### config.mk
export PLATFORM = sky130hd
export DESIGN_NAME = sirv_uartrx_mv
export DESIGN_NICKNAME = d
export VERILOG_FILES = /design/src/rtl/sirv_uartrx_mv.sv
export SDC_FILE = /design/constraint.sdc
export NUM_CORES = 1
export LEC_CHECK = 0
export CORE_MARGIN = 2
export CORE_UTILIZATION = 50
export DETAILED_ROUTE_END_ITERATION = 16
export GPL_ROUTABILITY_DRIVEN = 0
export GPL_TIMING_DRIVEN = 0
export PLACE_DENSITY = 0.74
export SLEW_MARGIN = 5
export SYNTH_ARGS = -nofsm -noshare
export SYNTH_HDL_FRONTEND = slang
export SYNTH_SLANG_ARGS = --single-unit
### constraint.sdc
create_clock -name clock -period 2.5 [get_ports clock]
set_input_delay 0.5 -clock clock [delete_from_list [all_inputs] [get_ports clock]]
set_output_delay 0.5 -clock clock [all_outputs]
set_load 0.02 [all_outputs]
### src/rtl/sirv_uartrx_mv.sv
// UART 8N1 receiver: samples io_in at mid-bit using a programmable divider and
// emits one-cycle valid / framing-error pulses at the end of each frame.
module sirv_uartrx_mv (
    input  logic        clock,
    input  logic        reset,
    input  logic        io_en,
    input  logic        io_in,
    input  logic [15:0] io_div,
    output logic        io_out_valid,
    output logic [7:0]  io_out_bits,
    output logic        io_err,
    output logic        io_busy
);

    typedef enum logic [1:0] {IDLE, START, DATA, STOP} state_t;

    state_t      state;
    state_t      state_next;
    logic        sync1;
    logic        sync0;
    logic        prev;
    logic [15:0] count;
    logic [2:0]  bit_idx;
    logic [7:0]  shifter;
    logic        tick;
    logic        start_cand;
    logic        go_start;
    logic        shift_en;
    logic        good_stop;
    logic        bad_stop;

    assign start_cand = prev & ~sync0;
    assign tick       = (state != IDLE) && (count == 16'd0);
    assign io_busy    = (state != IDLE);

    always_ff @(posedge clock or posedge reset) begin
        if (reset) begin
            state <= IDLE;
        end else begin
            state <= state_next;
        end
    end

    always_comb begin
        state_next = state;
        go_start   = 1'b0;
        shift_en   = 1'b0;
        good_stop  = 1'b0;
        bad_stop   = 1'b0;
        if (!io_en) begin
            state_next = IDLE;
        end else begin
            case (state)
                IDLE: begin
                    if (start_cand) begin
                        state_next = START;
                        go_start   = 1'b1;
                    end
                end
                START: begin
                    if (tick) begin
                        state_next = sync0 ? IDLE : DATA;
                    end
                end
                DATA: begin
                    if (tick) begin
                        shift_en = 1'b1;
                        if (bit_idx == 3'd7) begin
                            state_next = STOP;
                        end
                    end
                end
                STOP: begin
                    if (tick) begin
                        state_next = IDLE;
                        good_stop  = sync0;
                        bad_stop   = ~sync0;
                    end
                end
                default: state_next = IDLE;
            endcase
        end
    end

    // prev keeps tracking the line while disabled, so a line already low at enable is ignored
    always_ff @(posedge clock or posedge reset) begin
        if (reset) begin
            sync1 <= 1'b1;
            sync0 <= 1'b1;
            prev  <= 1'b1;
        end else begin
            sync1 <= io_in;
            sync0 <= sync1;
            prev  <= sync0;
        end
    end

    always_ff @(posedge clock or posedge reset) begin
        if (reset) begin
            count   <= 16'd0;
            bit_idx <= 3'd0;
            shifter <= 8'h00;
        end else begin
            if (go_start) begin
                count <= io_div >> 1;
            end else if (tick) begin
                count <= io_div;
            end else if (state != IDLE) begin
                count <= count - 16'd1;
            end
            if ((state == START) && tick) begin
                bit_idx <= 3'd0;
            end else if (shift_en) begin
                bit_idx <= bit_idx + 3'd1;
            end
            if (shift_en) begin
                shifter <= {sync0, shifter[7:1]};
            end
        end
    end

    always_ff @(posedge clock or posedge reset) begin
        if (reset) begin
            io_out_valid <= 1'b0;
            io_err       <= 1'b0;
            io_out_bits  <= 8'h00;
        end else begin
            io_out_valid <= good_stop;
            io_err       <= bad_stop;
            if (good_stop) begin
                io_out_bits <= shifter;
            end
        end
    end

endmodule

# After elaboration in Yosys (flattened, before gate mapping)
# Cells that the tools add are included.
[word_totals]
ff_bits = 42
inputBits = 20
out_inout_bits = 11
word_cells = 56
[op_classes]
n_addsub = 2
n_eq_ne = 9
n_mux = 25
bitwise = 2
reduce_logical = 8
[ops]
columns = ["cell", "count"]
rows = [
  ["$mux 16", 3],
  ["$logic_not 16->1", 1],
  ["$sub 16x1->16 const B", 1],
  ["$ne 3x3->1 const B", 5],
  ["$mux 2", 7],
  ["$mux 1", 12],
  ["$pmux 2 s4", 1],
  ["$mux 3", 2],
  ["$reduce_and 5->1", 1],
  ["$eq 2x2->1 const B", 2],
  ["$reduce_bool 2->1", 2],
  ["$add 3x1->3 const B", 1],
  ["$eq 3x3->1 const B", 1],
  ["$reduce_bool 3->1", 1],
  ["$eq 2x1->1 const B", 1],
  ["$logic_and 1x1->1", 2],
  ["$logic_not 2->1", 1],
  ["$and 1x1->1", 1],
  ["$not 1->1", 1],
]

# Logic depth before layout (Yosys ltp)
# Gate-level depths: netlist of the first run.
[logic_depth]
word_depth = 7
mapped_depth = 8
mapped_depth_nobuf = 7

# Worst setup path before layout of the first run
# Ideal clock, no wire load.
[synth_timing]
kind = "reg2reg"
startpoint = "register count[9]"
endpoint = "register shifter[0]"
setup_ps = 125
arrival_time_ps = 1854
t_required_ps = 2375
path_slack_ps = 521
path_stages_with_launch = 6
path_buffers = 0
period_less_slack_ps = 1979
cell_sequence = "dfrtp_1 -> nor4_4 -> and2b_2 -> nand4_4 -> nor3_4 -> mux2_2"
[synth_via]
elab_chain_len = 5
[synth_lines]
columns = ["element", "line_no", "rtl"]
rows = [
  ["from (decl)", "22", "logic [15:0] count;"],
  ["from (signal assigned)", "105", "count <= io_div >> 1;"],
  ["from (signal assigned)", "107", "count <= io_div;"],
  ["from (signal assigned)", "109", "count <= count - 16'd1;"],
  ["$logic_not 16->1", "33", "assign tick = (state != IDLE) && (count == 16'd0);"],
  ["$logic_and 1x1->1", "33", ""],
  ["$mux 1", "66", "if (tick) begin"],
  ["$mux 1", "53", "case (state)"],
  ["$mux 1", "50", "if (!io_en) begin"],
  ["to (signal assigned)", "117", "shifter <= {sync0, shifter[7:1]};"],
  ["to (decl)", "24", "logic [7:0] shifter;"],
]
# No other way between the ends.
# A chain may end at the register's enable or synchronous reset.

# Final worst setup path of the first run
[layout_timing]
startpoint = "input io_en"
endpoint = "register count[9]"
[layout_via]
elab_chain_len = 2
word_cells_on_any_way = 3
classes_between = "2 x mux; 1 x reduce/logical"
[layout_lines]
columns = ["element", "line_no", "rtl"]
rows = [
  ["from (decl)", "6", "input logic io_en,"],
  ["$mux 1 *", "50", ""],
  ["$reduce_bool 3->1 (no source line) or $mux 16 (tied branches)", "n/a", ""],
]
# Every way passes the cells marked *; elsewhere a longest branch is shown, timed or not.

==> results of run 1 <==
==> cell families after synthesis <==
kind of cell / Yosys count / synth area share, %
fa+ha+maj: 4 / 2.17
compound gates: 37 / 10.6
simple gates: 67 / 18.6
xor+xnor: 13 / 4.93
mux: 32 / 14.9
flops: 42 / 45.6
buf+inv: 18 / 3.19
==> layout make-up <==
class	instances	area (um^2)	share of cell area, %
buffer	12	52.6	1.87
inverter	6	22.5	0.799
clock buffer	6	72.6	2.58
clock inverter	2	37.5	1.33
sequential	42	1050	37.4
multi-input combinational	153	1180	42.0
tap	52	65.1	2.31
timing repair buffer	31	330	11.7
==> cells in the final DEF (no fill, tap or decap), types with 3 or more instances in the layout <==
| master | count |
|---|---|
| ha_1 | 4 |
| clkbuf_8 | 5 |
| clkdlybuf4s50_1 | 29 |
| buf_2 | 5 |
| dfstp_2 | 3 |
| a211oi_1 | 3 |
| xor2_1 | 4 |
| clkbuf_1 | 6 |
| mux2_2 | 19 |
| dfrtp_1 | 39 |
| nand3_1 | 5 |
| o22ai_1 | 6 |
| nor2_1 | 16 |
| nor3_1 | 9 |
| nand2_1 | 10 |
| nor4_4 | 3 |
| a21oi_1 | 4 |
| mux2i_1 | 13 |
| o21ai_0 | 11 |
| inv_1 | 5 |
| xnor2_1 | 9 |
| nand4_1 | 6 |
==> what timing repair did <==
action                                 CTS  global route
gates cloned                             0             0
endpoints found under the hold margin    0             0
resized for setup                        1             1
setup endpoints to repair                1             1
==> report_power, final <==
part / leakage [uW] / switching [uW] / total, uW / internal [uW]
clock network: 0.0000514 / 245 / 543 / 298
registers: 0.000540 / 124 / 878 / 754
logic: 0.000679 / 198 / 403 / 205
==> metal layers <==
| layer | up-vias | track usage (%) |
|---|---|---|
| met2 | 53 | 30.6 |
| li1 | 852 | - |
| met3 | 5 | 5.00 |
| met1 | 864 | 30.1 |
| met4 | 0 | 7.13 |
| met5 | - | 0 |
==> path summary, 6_finish.rpt <==
check	start	end	depth (start not counted)
min in group asynchronous	reset	shifter[1]$_DFFE_PP0P_	2
max in group asynchronous	reset	prev$_DFF_PP1_	3
worst min register to register	sync1$_DFF_PP1_	sync0$_DFF_PP1_	0
worst max-delay path	io_en	count[9]$_DFFE_PP0P_	6
worst max register to register	count[9]$_DFFE_PP0P_	shifter[6]$_DFFE_PP0P_	5
worst min-delay path	sync1$_DFF_PP1_	sync0$_DFF_PP1_	0
==> sequential cells by signal, indices dropped and copies added, names as in the netlist <==
register      count
bit_idx           3
count            16
io_err            1
io_out_bits       8
io_out_valid      1
prev              1
shifter           8
state             2
sync0             1
sync1             1
==> worst max-delay path, cell delays in order <==
cell	delay, ns
clkdlybuf4s50_1	0.52
nand3b_1	0.14
buf_2	0.24
buf_1	0.60
mux2i_1	0.32
o22ai_1	0.11
==> per-stage QoR <==
stage,area (um^2),setup TNS [ns]
after detailed placement,2700,-0.161
after CTS,2820,0
final,2820,0
after global placement,2680,-0.0247
after global routing,2820,0
after floorplan,2310,0
==> flow_metrics.tcl, run 1 <==
set metrics [dict create \
    yosys.area.top_type_share_pct 42.2 \
    grt_pass1_vias 1668 \
    leakage_uw 0.00127 \
    clk_latency_ns 0.30 \
    synth_cell_types 44 \
    fp.dieArea_um2 5180 \
    wl_met2_um 2190 \
    grt_max_degree 23 \
    ys_seq_area_share_pct 45.6 \
    holdBufCountCts 0 \
    wl_met1_um 2320 \
    skew_ns 0.00407 \
    rsz0062_at_grt "false" \
    dp_hpwl_um 3350 \
    antenna_found_initial 0 \
    utilization_pct 63.8 \
    drc 0 \
    dr.max_layer_used "met4" \
    fp.dieW_um 72.0 \
    post_cts_buffers 0 \
    tritoncts.num_buffers 5 \
    irDropWorstVdd_uv 377 \
    area_delta_synth_final_pct 21.9 \
    num_vias 1774 \
    period_share_pct 90.2 \
    cp.required_ns 2.68 \
    synth.most_common_cell "dfrtp_1" \
    placed_cells 296 \
    io_buffers 30 \
    report.final.setup_viol 0 \
    cts.path.max_buffers 2 \
    grt_pass1_wl_um 8310 \
    die_y_um 72.0 \
    h-tree-depth 2 \
    critPathCaptureType "flip-flop" \
    fin_ws_ns 0.245 \
    synth_area_um2 2310 \
    rows 24 \
    synthArstFlopShare_pct 100 \
    coreArea_um2 4410 \
    nNetsFinal 275 \
    critPathKind "input pin to flip-flop" \
    stdcell_count 304 \
    hold_class "flip-flop to flip-flop" \
    syn_nets 237 \
    clkSlewWorstSetupHoldPaths_ns 0.08 \
    synthTopCellsByArea "dfrtp_1, mux2_2, mux2i_1" \
    worst_pin_slew_ns 0.744 \
    dp_slack_ns -0.0686 \
    finalCriticalPeriod_ns 2.25 \
    holdWs_ns 0.358 \
    diodes 0 \
    postSynthCellCount 213 \
    yosysTopAreaCell "dfrtp_1" \
    p_total_uw 1820 \
    r2r_slack_ns 0.25 \
    critical_path_peak_fanout 10 \
    drt-initial-drc-count 114 \
    timing.final.hold_violations 0 \
    status "complete, no violations" \
    cts_tree "yes" \
    ant_nets 0 \
    drive_above_1_share_pct 18.3 \
    powerDensity_nw_per_um2 647 \
    maxCapViolations 0 \
    ys.flop_type "dfrtp_1" \
    numClockSinks 42 \
    arrival_ns 2.44 \
    maxSlewHeadroom_pct 50.4 \
    grtUsageTotal_pct 20.7 \
    cts_root_buf "clkbuf_8" \
    post_drt_wl_per_cell_um 15.9 \
    io_pins 31 \
    detail_route.vias_per_cell 5.84 \
    fill_cells 372 \
    ys_ff_latch 42 \
    syn_area_per_cell_um2 10.8 \
    netlist_top_cells_count "dfrtp_1, mux2_2, nor2_1" \
    drt_wl_total_um 4830 \
    grt_overflow_total 0 \
    final_max_slew_viol_count 0 \
    max_freq_mhz 444 \
    wl_met3_um 246 \
    initial_core_util_pct 52.4 \
    synth-warning-count 0 \
    dr.pass1.iters 4 \
    synth-edff-count 0 \
    startpoint_type "input pin" \
]
No activity file was read; power rests on OpenSTA's default activity.
==> inputs of run 2 (changes only) <==
--- a/config.mk
+++ b/config.mk
@@ -10,7 +10,8 @@
 export DETAILED_ROUTE_END_ITERATION = 16
 export GPL_ROUTABILITY_DRIVEN = 0
 export GPL_TIMING_DRIVEN = 0
-export PLACE_DENSITY = 0.74
+export PLACE_DENSITY = 0.71
+export RECOVER_POWER = 50
 export SLEW_MARGIN = 5
 export SYNTH_ARGS = -nofsm -noshare
 export SYNTH_HDL_FRONTEND = slang
==> flow_metrics.tcl, run 2 (synthesized netlist as in run 1, its figures left out) <==
set metrics [dict create \
    leakage_uw 0.00126 \
    num_vias 1732 \
    p_clk_share_pct 25.8 \
    worst_pin_slew_ns 0.768 \
    skew_ns 0.00470 \
    swShare_pct 33.1 \
    grt_pass1_vias 1713 \
    cts_tree "yes" \
    use_met3_pct 5.28 \
    fill_cells 379 \
    holdBufCountCts 0 \
    top_regs "count x16, io_out_bits x8, shifter x8" \
    drt_wl_total_um 4830 \
    post_drt_wl_per_cell_um 15.9 \
    drc 0 \
    crit_chain "nor4_4, and2b_2, nand4_4, nor2_2, mux2_2" \
    ant_nets 0 \
    timing.final.hold_violations 0 \
    cp_slowest_cell "dfrtp_1" \
    antenna_found_initial 0 \
    tritoncts.num_buffers 5 \
    grt_max_degree 33 \
    grtUsageTotal_pct 20.5 \
    cp_top_family "simple AND/OR/NAND/NOR gates" \
    largest_reg_flops 16 \
    multiInputGateArea_um2 1180 \
    report.final.setup_viol 0 \
    tns_ns 0 \
    placed_cells 296 \
    startpoint_type "flip-flop" \
    holdWs_ns 0.364 \
    maxSlewHeadroom_pct 48.8 \
    cp.required_ns 2.68 \
    hold_class "flip-flop to flip-flop" \
    most-common-layout-cells "dfrtp_1, clkdlybuf4s50_1, mux2_2" \
    irDropWorstVdd_uv 364 \
    rsz0062_at_grt "false" \
    stdcell_count 304 \
    clk_latency_ns 0.30 \
    status "complete, no violations" \
    diodes 0 \
    finalCriticalPeriod_ns 2.22 \
    arrival_ns 2.40 \
    period_share_pct 88.6 \
    dr.pass1.iters 4 \
    fp.dieArea_um2 5180 \
    cts_root_buf "clkbuf_8" \
    powerDensity_nw_per_um2 619 \
    grt_pass1_wl_um 8310 \
    rows 24 \
    critical_path_peak_fanout 8 \
    maxCapViolations 0 \
    io_buffers 30 \
    grt_util_met2_pct 30.9 \
    drt-initial-drc-count 144 \
    p_comb_share_pct 23.1 \
    critPathKind "flip-flop to flip-flop" \
    initial_core_util_pct 52.4 \
    final-seq-area_um2 1050 \
    io_pins 31 \
    detail_route.vias_per_cell 5.70 \
    nNetsFinal 275 \
    final_common_cell "dfrtp_1" \
    fin_ws_ns 0.284 \
    dp_slack_ns -0.0326 \
    coreArea_um2 4410 \
    max_freq_mhz 451 \
    clkSlewWorstSetupHoldPaths_ns 0.09 \
    area_delta_synth_final_pct 20.1 \
    p_total_uw 1720 \
    numClockSinks 42 \
    final_max_slew_viol_count 0 \
    switching_power_uw 568 \
    busiest_layer "met2" \
    p_int_uw 1150 \
    fp.dieW_um 72.0 \
    largest-register "count" \
    die_y_um 72.0 \
    cts.path.max_buffers 2 \
    cpPeakStageDelay_ns 0.44 \
    grt_overflow_total 0 \
    critPathCaptureType "flip-flop" \
    pwr-share-seq_pct 51.1 \
    drive_above_1_share_pct 17.9 \
    post_cts_buffers 0 \
    dp_hpwl_um 3380 \
    h-tree-depth 2 \
    path_buf_inv 0 \
    met1_usage_pct 29.7 \
]
[run 2: changes by cell type in the layout (fill, tap and decap cells not counted), sizes merged]
| cell | previous run | this run |
|---|---|---|
| buf | 7 | 6 |
| bufinv | 1 | 0 |
| clkdlybuf4s50 | 29 | 25 |
| clkinv | 0 | 2 |
| dlygate4sd3 | 0 | 4 |
[run 2: worst register-to-register path: cells and delay by family (launching register included)]
kind             cells  cell delay (ns)
muxes                1             0.39
and+or+nand+nor      4             1.27
DFF                  1             0.44
[run 2: layer usage]
metal / vias up / part of all wire [%]
li1: 849 / -
met1: 845 / 50
met2: 31 / 45
met3: 7 / 4.2
met4: 0 / 0.95
met5: - / 0
[run 2: timing repair]
item	CTS	global route
gates resized for setup	1	1
hold endpoints to repair	0	0
setup endpoints to repair	1	1
[run 2: cell type report]
class	instances	share of cell area (%)
clock buffers	5	2.48
multi-input cells	153	42.6
well taps	52	2.34
flip-flops and latches	42	38.0
repair buffers	31	11.1
plain buffers	12	1.89
clock inverters	3	0.766
inverters	6	0.812
[run 2: worst paths after layout]
kind,start,to,slack [ns],cells past startpoint
worst max-delay path,count[9]$_DFFE_PP0P_,io_out_bits[7]$_DFFE_PP0P_,0.28,5
worst min-delay path,sync1$_DFF_PP1_,sync0$_DFF_PP1_,0.36,0
worst max register to register,count[9]$_DFFE_PP0P_,io_out_bits[7]$_DFFE_PP0P_,0.28,5
worst min register to register,sync1$_DFF_PP1_,sync0$_DFF_PP1_,0.36,0
min in group asynchronous,reset,count[7]$_DFFE_PP0P_,0.63,2
max in group asynchronous,reset,io_err$_DFF_PP0_,0.78,3
[run 2: stage by stage]
stage          utilization, %  instance area (um^2)
6_report                 62.9                  2780
4_1_cts                  63.2                  2790
3_5_place_dp             61.1                  2700
3_3_place_gp             60.6                  2680
2_1_floorplan               -                  2310
5_1_grt                  62.9                  2780
[run 2: power by group through the flow]
stage	logic, uW	clock network, uW	registers [uW]
global placement	386	0	888
finish	397	444	878
global route	449	477	889
floorplan	304	0	865
CTS	402	456	876
detailed placement	398	0	889
